--- src/rtl/inst_fetch_queue_pkg.sv ---
// Shared types and constants for the decoupled instruction-fetch queue.
package inst_fetch_queue_pkg;

   typedef enum logic [1:0] {
      ST_REQ  = 2'd0,
      ST_WAIT = 2'd1,
      ST_DROP = 2'd2
   } fetch_state_e;

   localparam logic [31:0] NOP_INST = 32'h0000_0013;

   typedef struct packed {
      logic [31:0] pc;
      logic [31:0] inst;
   } fetch_entry_t;

   function automatic logic [31:0] word_align(input logic [31:0] addr);
      return addr & 32'hFFFF_FFFC;
   endfunction

endpackage

--- src/rtl/inst_fetch_queue_fifo.sv ---
// DEPTH-entry {pc, inst} FIFO between the fetch FSM and decode, with a synchronous flush.
module inst_fetch_queue_fifo
   import inst_fetch_queue_pkg::*;
#(
   parameter int DEPTH = 4
) (
   input  logic         clk,
   input  logic         rst,
   input  logic         flush,
   input  logic         push,
   input  fetch_entry_t push_data,
   input  logic         pop,
   output fetch_entry_t head,
   output logic         full,
   output logic         empty
);

   localparam int AW = $clog2(DEPTH);
   localparam logic [AW:0]   DEPTH_C = (AW+1)'(DEPTH);
   localparam logic [AW:0]   CNT_ONE = (AW+1)'(1);
   localparam logic [AW-1:0] PTR_ONE = AW'(1);

   fetch_entry_t  mem [DEPTH];
   logic [AW-1:0] rd_ptr;
   logic [AW-1:0] wr_ptr;
   logic [AW:0]   count;
   logic          do_push;
   logic          do_pop;

   assign full    = (count == DEPTH_C);
   assign empty   = (count == '0);
   assign do_push = push && !full && !flush;
   assign do_pop  = pop && !empty && !flush;
   assign head    = mem[rd_ptr];

   // NOTE: sequential state uses non-blocking assignments so every register samples pre-edge values.
   always_ff @(posedge clk or posedge rst) begin
      if (rst) begin
         rd_ptr <= '0;
         wr_ptr <= '0;
         count  <= '0;
      end else if (flush) begin
         rd_ptr <= '0;
         wr_ptr <= '0;
         count  <= '0;
      end else begin
         if (do_push) wr_ptr <= wr_ptr + PTR_ONE;
         if (do_pop)  rd_ptr <= rd_ptr + PTR_ONE;
         if (do_push && !do_pop)      count <= count + CNT_ONE;
         else if (do_pop && !do_push) count <= count - CNT_ONE;
      end
   end

   // NOTE: storage has no reset; count gates every read, so stale words are never observed.
   always_ff @(posedge clk) begin
      if (do_push) mem[wr_ptr] <= push_data;
   end

   push_into_full: assert property (@(posedge clk) disable iff (rst) !(push && full));
   pop_from_empty: assert property (@(posedge clk) disable iff (rst) !(pop && empty));

endmodule

--- src/rtl/inst_fetch_queue.sv ---
// Decoupled fetch stage: one outstanding req/gnt/rvalid fetch, queued words to decode, redirect flush.
module inst_fetch_queue
   import inst_fetch_queue_pkg::*;
#(
   parameter int          DEPTH    = 4,
   parameter logic [31:0] RESET_PC = 32'h0000_0000
) (
   input  logic        clk,
   input  logic        rst,
   input  logic        redirect_valid,
   input  logic [31:0] redirect_pc,
   output logic        imem_req,
   output logic [31:0] imem_addr,
   input  logic        imem_gnt,
   input  logic        imem_rvalid,
   input  logic [31:0] imem_rdata,
   output logic        if_valid,
   output logic [31:0] if_pc,
   output logic [31:0] if_inst,
   input  logic        id_ready
);

   fetch_state_e state;
   fetch_state_e next_state;
   logic [31:0]  fetch_pc;
   logic [31:0]  pc_out;
   logic         grant;
   logic         push;
   logic         pop;
   logic         fifo_full;
   logic         fifo_empty;
   fetch_entry_t head;

   always_comb begin
      // NOTE: every signal driven here gets a default first, so no path can infer a latch.
      next_state = state;
      imem_req   = 1'b0;
      grant      = 1'b0;
      push       = 1'b0;
      unique case (state)
         ST_REQ: begin
            imem_req = !fifo_full && !redirect_valid;
            grant    = imem_req && imem_gnt;
            if (grant) next_state = ST_WAIT;
         end
         ST_WAIT: begin
            // A redirect in the response cycle drops the word; without a response the fetch is orphaned.
            push = imem_rvalid && !redirect_valid;
            if (imem_rvalid)         next_state = ST_REQ;
            else if (redirect_valid) next_state = ST_DROP;
         end
         ST_DROP: begin
            if (imem_rvalid) next_state = ST_REQ;
         end
         default: next_state = ST_REQ;
      endcase
   end

   always_ff @(posedge clk or posedge rst) begin
      if (rst) begin
         state    <= ST_REQ;
         fetch_pc <= RESET_PC;
         pc_out   <= '0;
      end else begin
         state <= next_state;
         if (redirect_valid) fetch_pc <= word_align(redirect_pc);
         else if (grant)     fetch_pc <= fetch_pc + 32'd4;
         if (grant) pc_out <= fetch_pc;
      end
   end

   assign pop = if_valid && id_ready && !redirect_valid;

   inst_fetch_queue_fifo #(
      .DEPTH (DEPTH)
   ) u_fifo (
      .clk       (clk),
      .rst       (rst),
      .flush     (redirect_valid),
      .push      (push),
      .push_data ('{pc: pc_out, inst: imem_rdata}),
      .pop       (pop),
      .head      (head),
      .full      (fifo_full),
      .empty     (fifo_empty)
   );

   assign imem_addr = fetch_pc;
   assign if_valid  = !fifo_empty;
   assign if_pc     = fifo_empty ? 32'h0 : head.pc;
   assign if_inst   = fifo_empty ? NOP_INST : head.inst;

endmodule
--- config.mk ---
export PLATFORM = sky130hd
export DESIGN_NAME = inst_fetch_queue
export DESIGN_NICKNAME = d
export VERILOG_FILES = /design/src/rtl/inst_fetch_queue_pkg.sv /design/src/rtl/inst_fetch_queue_fifo.sv /design/src/rtl/inst_fetch_queue.sv
export SDC_FILE = /design/constraint.sdc
export NUM_CORES = 1
export LEC_CHECK = 0
export BUFFER_PORTS_ARGS = -buffer_cell sky130_fd_sc_hd__buf_2
export CORE_MARGIN = 4
export CORE_UTILIZATION = 45
export CTS_BUF_LIST = sky130_fd_sc_hd__clkbuf_4 sky130_fd_sc_hd__clkbuf_8
export DETAILED_ROUTE_END_ITERATION = 16
export GPL_ROUTABILITY_DRIVEN = 0
export PLACE_DENSITY = 0.73
export SLEW_MARGIN = 20
export SYNTH_ARGS = -nofsm -noshare
export SYNTH_HDL_FRONTEND = slang
export SYNTH_SLANG_ARGS = --single-unit
--- constraint.sdc ---
create_clock -name clk -period 5.4 [get_ports clk]
set_input_delay 0.27 -clock clk [delete_from_list [all_inputs] [get_ports clk]]
set_output_delay 0.27 -clock clk [all_outputs]
set_load 0.1 [all_outputs]
* After elaboration in Yosys (flattened, before gate mapping)
Memories as Yosys holds them, arrays and structs flattened. Index checks and enable logic that the tools add are counted.
Storage, ports and cells: bits in registers 73, bits in writable memories 256, input port bits 70, output and inout port bits 98, logic and storage cells 62, memories 1
Memories:
- u_fifo.mem | depth 4, width 64, read ports 1, clocked after memory_dff 0, write ports 1, RTL line inst_fetch_queue_fifo.sv:23 | fetch_entry_t mem [DEPTH];
Cells by class: add/sub/neg operators 5, equal/unequal tests 6, mux-type cells 21, reductions and logical operators 23
Operators by type and width (number):
- $mux 32 | 4
- $add 32x3->32 const B | 1
- $mux 2 | 8
- $logic_and 1x1->1 | 11
- $mux 3 | 3
- $pmux 2 s3 | 1
- $reduce_bool 2->1 | 3
- $logic_not 1->1 | 5
- $mux 1 | 5
- $add 2x1->2 const B | 2
- $ne 2x2->1 const B | 2
- $add 3x1->3 const B | 1
- $eq 3x3->1 const B | 1
- $logic_not 3->1 | 1
- $ne 3x3->1 const B | 1
- $reduce_and 3->1 | 1
- $reduce_bool 3->1 | 1
- $sub 3x1->3 const B | 1
- $eq 2x1->1 const B | 1
- $eq 2x2->1 const B | 1
- $logic_not 2->1 | 1

* Longest topological paths before layout
depth after elaboration 10, mapped depth 10, gate-level depth less buffers 8

* By module
From an unflattened synthesis, not the netlist that was laid out.
Unflattened totals: cells, all modules 817, area, all modules 13250.2 µm²
Modules (own cells, without submodules):
- inst_fetch_queue_fifo | times used 1, cells each 396, area each 9755.6 µm²
- inst_fetch_queue | times used 1, cells each 421, area each 3494.6 µm²

* Worst setup path before layout
No wires, ideal clock.
kind input-to-reg, from input port redirect_valid, to memory u_fifo.mem[0][0] in the netlist's numbering, enable pin, library setup time 0.427 ns, arrival 2.516 ns, slack 2.457 ns, stages 4, path through clkbuf_1 nor4bb_1 clkbuf_1 and3_1
On the way: longest elaborated chain between the ends 7
RTL lines:
- start, declared | RTL line inst_fetch_queue.sv:10 | input logic redirect_valid,
- $logic_not 1->1 (*) | RTL line inst_fetch_queue_fifo.sv:32, inst_fetch_queue.sv:48
- $logic_and 1x1->1 | RTL line inst_fetch_queue.sv:48 | push = imem_rvalid && !redirect_valid;
- $mux 1 | RTL line inst_fetch_queue.sv:40 | unique case (state)
- $logic_and 1x1->1 | RTL line inst_fetch_queue_fifo.sv:32 | assign do_push = push && !full && !flush;
- $logic_and 1x1->1 (*) | RTL line inst_fetch_queue_fifo.sv:32
- $mux 1 (*) | RTL line inst_fetch_queue_fifo.sv:56 | if (do_push) mem[wr_ptr] <= push_data;
- $mux 1 (not written as such) (*) | RTL line inst_fetch_queue_fifo.sv:56
- end, declared | RTL line inst_fetch_queue_fifo.sv:23
Every way passes the cells marked *; elsewhere a longest branch is shown, timed or not.

* Worst setup path in the final report
from register u_fifo.rd_ptr[0], to output port if_pc[12]
On the way: longest elaborated chain between the ends 2
RTL lines:
- start, declared | RTL line inst_fetch_queue_fifo.sv:24 | logic [AW-1:0] rd_ptr;
- start signal, assigned | RTL line inst_fetch_queue_fifo.sv:48 | if (do_pop) rd_ptr <= rd_ptr + PTR_ONE;
- $mem_v2 4x64
- $mux 32 | RTL line inst_fetch_queue.sv:90 | assign if_pc = fifo_empty ? 32'h0 : head.pc;
- end, declared | RTL line inst_fetch_queue.sv:18 | output logic [31:0] if_pc,
No other way between the ends.

==> impl_metrics.yaml <==
floorplan:
  row_count: 61
  initial_core_util_pct: 46.04
  io_pins: 168
  core_area_sq_um: 28010
  dieHeight_microns: 177.3
  dieWidth_microns: 177.3
  dieArea_sq_um: 31430
global_routing:
  use_met2_pct: 30.49
  track_usage_pct: 18.60
  gr-total-overflow: 0
  antenna_found_initial: 1
  use_met3_pct: 3.439
  grt_max_degree: 64
  grt_pass1_vias: 8309
  busiest_layer: "met2"
  grtUsageMet1_pct: 26.00
  grt_pass1_wl_mm: 45.89
synthesis:
  syn_inst: 811
  yosysSeqAreaShare_pct: 71.14
  synth_top_cell_by_area: "edfxtp_1"
  yosys.area.top_type_share_pct: 57.75
  syn-cell-area_sq_um: 12890
  avgSynthCellArea_sq_um: 15.90
  ys_ff_latch: 317
  synth_edf_count: 248
  yosys-top-cells-area: "edfxtp_1 (58%), dfrtp_1 (13%), mux4_2 (11%)"
  synthArstFlopShare_pct: 21.77
  synth.distinct_cells: 50
  synthFlopType: "edfxtp_1"
  ys.warnings.count: 0
detailed_routing:
  post_drt_wl_per_cell_microns: 19.42
  postRouteAntennaNets: 0
  via_per_inst: 5.330
  firstDrtPassIters: 5
  wirelength_mm: 28.53
  drt_iter0_drc: 571
  drc: 0
  num_vias: 7830
cts:
  clk_path_buf_depth: 3
  post_cts_resized: 0
  cts_tree: "yes"
  clk_latency_ps: 570
  postCtsSetupBuffers: 0
  clk_pin_slew_worst_paths_ps: 50
  clock_sinks: 317
  cts_made_buffers: 50
  cts_root_buffer: "clkbuf_8"
  cts_hold_buf: 63
  cts.htree.levels: 2
setup_path:
  path_class: "reg -> out"
  r2r_cells: 8
  cp.required_ps: 5130
  setup.worst_path.end_class: "output port"
  critPathLaunchType: "flip-flop"
  worstReg2RegStart: "u_fifo.count[2]"
  r2r_end: "u_fifo.count[2]"
  crit_arrival_ps: 3170
  worstPathMaxFanout: 45
  reg2reg_slack_ps: 2340
finish:
  syn_to_final_growth_pct: 22.07
  final_cells: 1469
  drive_gt1_share_pct: 31.07
  final_cell_mix: "edfxtp_1 (248), buf_2 (161), nand2_1 (118)"
  mostFrequentLayoutCell: "edfxtp_1"
  antennaDiodeCount: 0
  fill_cells: 2225
  final_nets: 1125
sta:
  fin_crit_sh_pct: 63.71
  rsz0062_at_grt: "false"
  finalHoldViolations: 0
  clock_skew_ps: 31.86
  setup_violations: 0
  fin_crit_ps: 3441
  finalMaxSlewViolations: 0
  tns_ps: 0
  fmax_mhz: 290.7
  maxSlewHeadroom_pct: 32.14
  worst_pin_slew_ps: 1018
hold_path:
  hp-start: "redirect_pc[24]"
  hold_path_end: "imem_addr[24]"
  whs_path_depth: 3
  hp-class: "in -> reg"
power_and_ir_drop:
  p_leak_nw: 5.907
  power_density_nw_per_um2: 468.7
  max-vdd-ir-drop_mv: 0.2991
placed_design:
  dpl.hpwl_mm: 16.58
  dp_cells: 1312
  place.port_buffers: 161
flow_run:
  maxCapViolCount: 0
status:
  status: "finished clean"
[power breakdown]
part           switching (mW)  internal (mW)  leakage, nW
registers               0.230           2.85         3.11
logic                    1.76          0.490         2.23
clock network           0.916           1.13        0.571
[how the worst max path moves through the flow]
stage,from,endpoint,slack (ps),depth (start not counted)
final,u_fifo.rd_ptr[0],if_pc[12],1960,4
after global placement,u_fifo.count[2],u_fifo.count[2],2220,8
after global routing,u_fifo.rd_ptr[0],if_pc[12],1680,4
after floorplan,redirect_valid,u_fifo.mem[0][0],2460,4
after detailed placement,u_fifo.count[2],u_fifo.count[2],2180,8
after CTS,u_fifo.rd_ptr[0],if_pc[13],1800,4
[logic make-up (layout without fill, tap and decap cells)]
logic type	Yosys count	count (layout)	synth area share (%)
buffers and inverters	61	338	2.008
XOR/XNOR	6	6	0.4076
flip-flops	317	317	71.14
AO/OA/AOI/OAI	73	73	3.726
AND/OR/NAND/NOR	283	283	11.05
multiplexers	64	64	10.99
other	1	4	0.02908
adder cells (fa/ha/maj)	6	6	0.6404
[registers in the layout, indices dropped and copies added, names as in the netlist]
signal	cells
u_fifo.count	3
state	2
u_fifo.rd_ptr	2
u_fifo.wr_ptr	2
imem_addr	30
u_fifo.mem	248
pc_out	30
[critical path: stages (launching register included)]
cell and delay, ps:
dfrtp_4 1020, buf_4 520, mux4_2 540, and2_1 210, buf_2 310
[routing by layer]
| layer | routed length (microns) | vias to the layer above |
|---|---|---|
| li1 | - | 3574 |
| met1 | 12320 | 3915 |
| met2 | 13860 | 304 |
| met3 | 1976 | 35 |
| met4 | 361 | 2 |
| met5 | 7 | - |
[cell usage after synthesis (2+ instances only)]
library cell,count
clkbuf_1,26
mux4_2,62
nor4_1,3
a21o_1,2
a21oi_1,12
and3_1,13
or3_1,2
xnor2_1,3
or2_2,5
a32oi_1,2
or4_1,10
a31oi_1,2
nand4_1,8
inv_1,11
nand3_1,25
o31ai_1,2
o311ai_0,11
buf_2,11
o211ai_1,11
nor2_1,19
a221o_1,2
buf_4,4
o21ai_0,23
dfrtp_1,69
edfxtp_1,248
nor3_1,6
buf_1,7
nand2_1,118
and2_1,64
a22oi_1,4
ha_1,5
xor2_1,3
[metrics by stage]
stage | hold slack [ps] | instance area, sq um | total power, mW | util [%] | setup WS, ps
3_5_place_dp | 323.6 | 14060 | 5.369 | 50.21 | 2177
3_3_place_gp | 313.8 | 14060 | 5.339 | 50.21 | 2216
6_report | 42.96 | 15740 | 7.378 | 56.20 | 1959
4_1_cts | 15.62 | 15740 | 7.447 | 56.20 | 1796
2_1_floorplan | 335.5 | 12910 | 4.928 | - | 2457
5_1_grt | 22.37 | 15740 | 7.697 | 56.20 | 1679
[cell type report]
| cell class | count | area (sq um) | share of cell area [%] |
|---|---|---|---|
| inverter | 12 | 45.04 | 0.2861 |
| clock buffer | 77 | 947.2 | 6.017 |
| sequential | 317 | 9181 | 58.33 |
| timing repair buffer | 232 | 1496 | 9.506 |
| tap | 378 | 473.0 | 3.005 |
| multi-input combinational | 436 | 3498 | 22.22 |
| clock inverter | 17 | 100.1 | 0.6359 |
No activity file was read; power rests on OpenSTA's default activity.
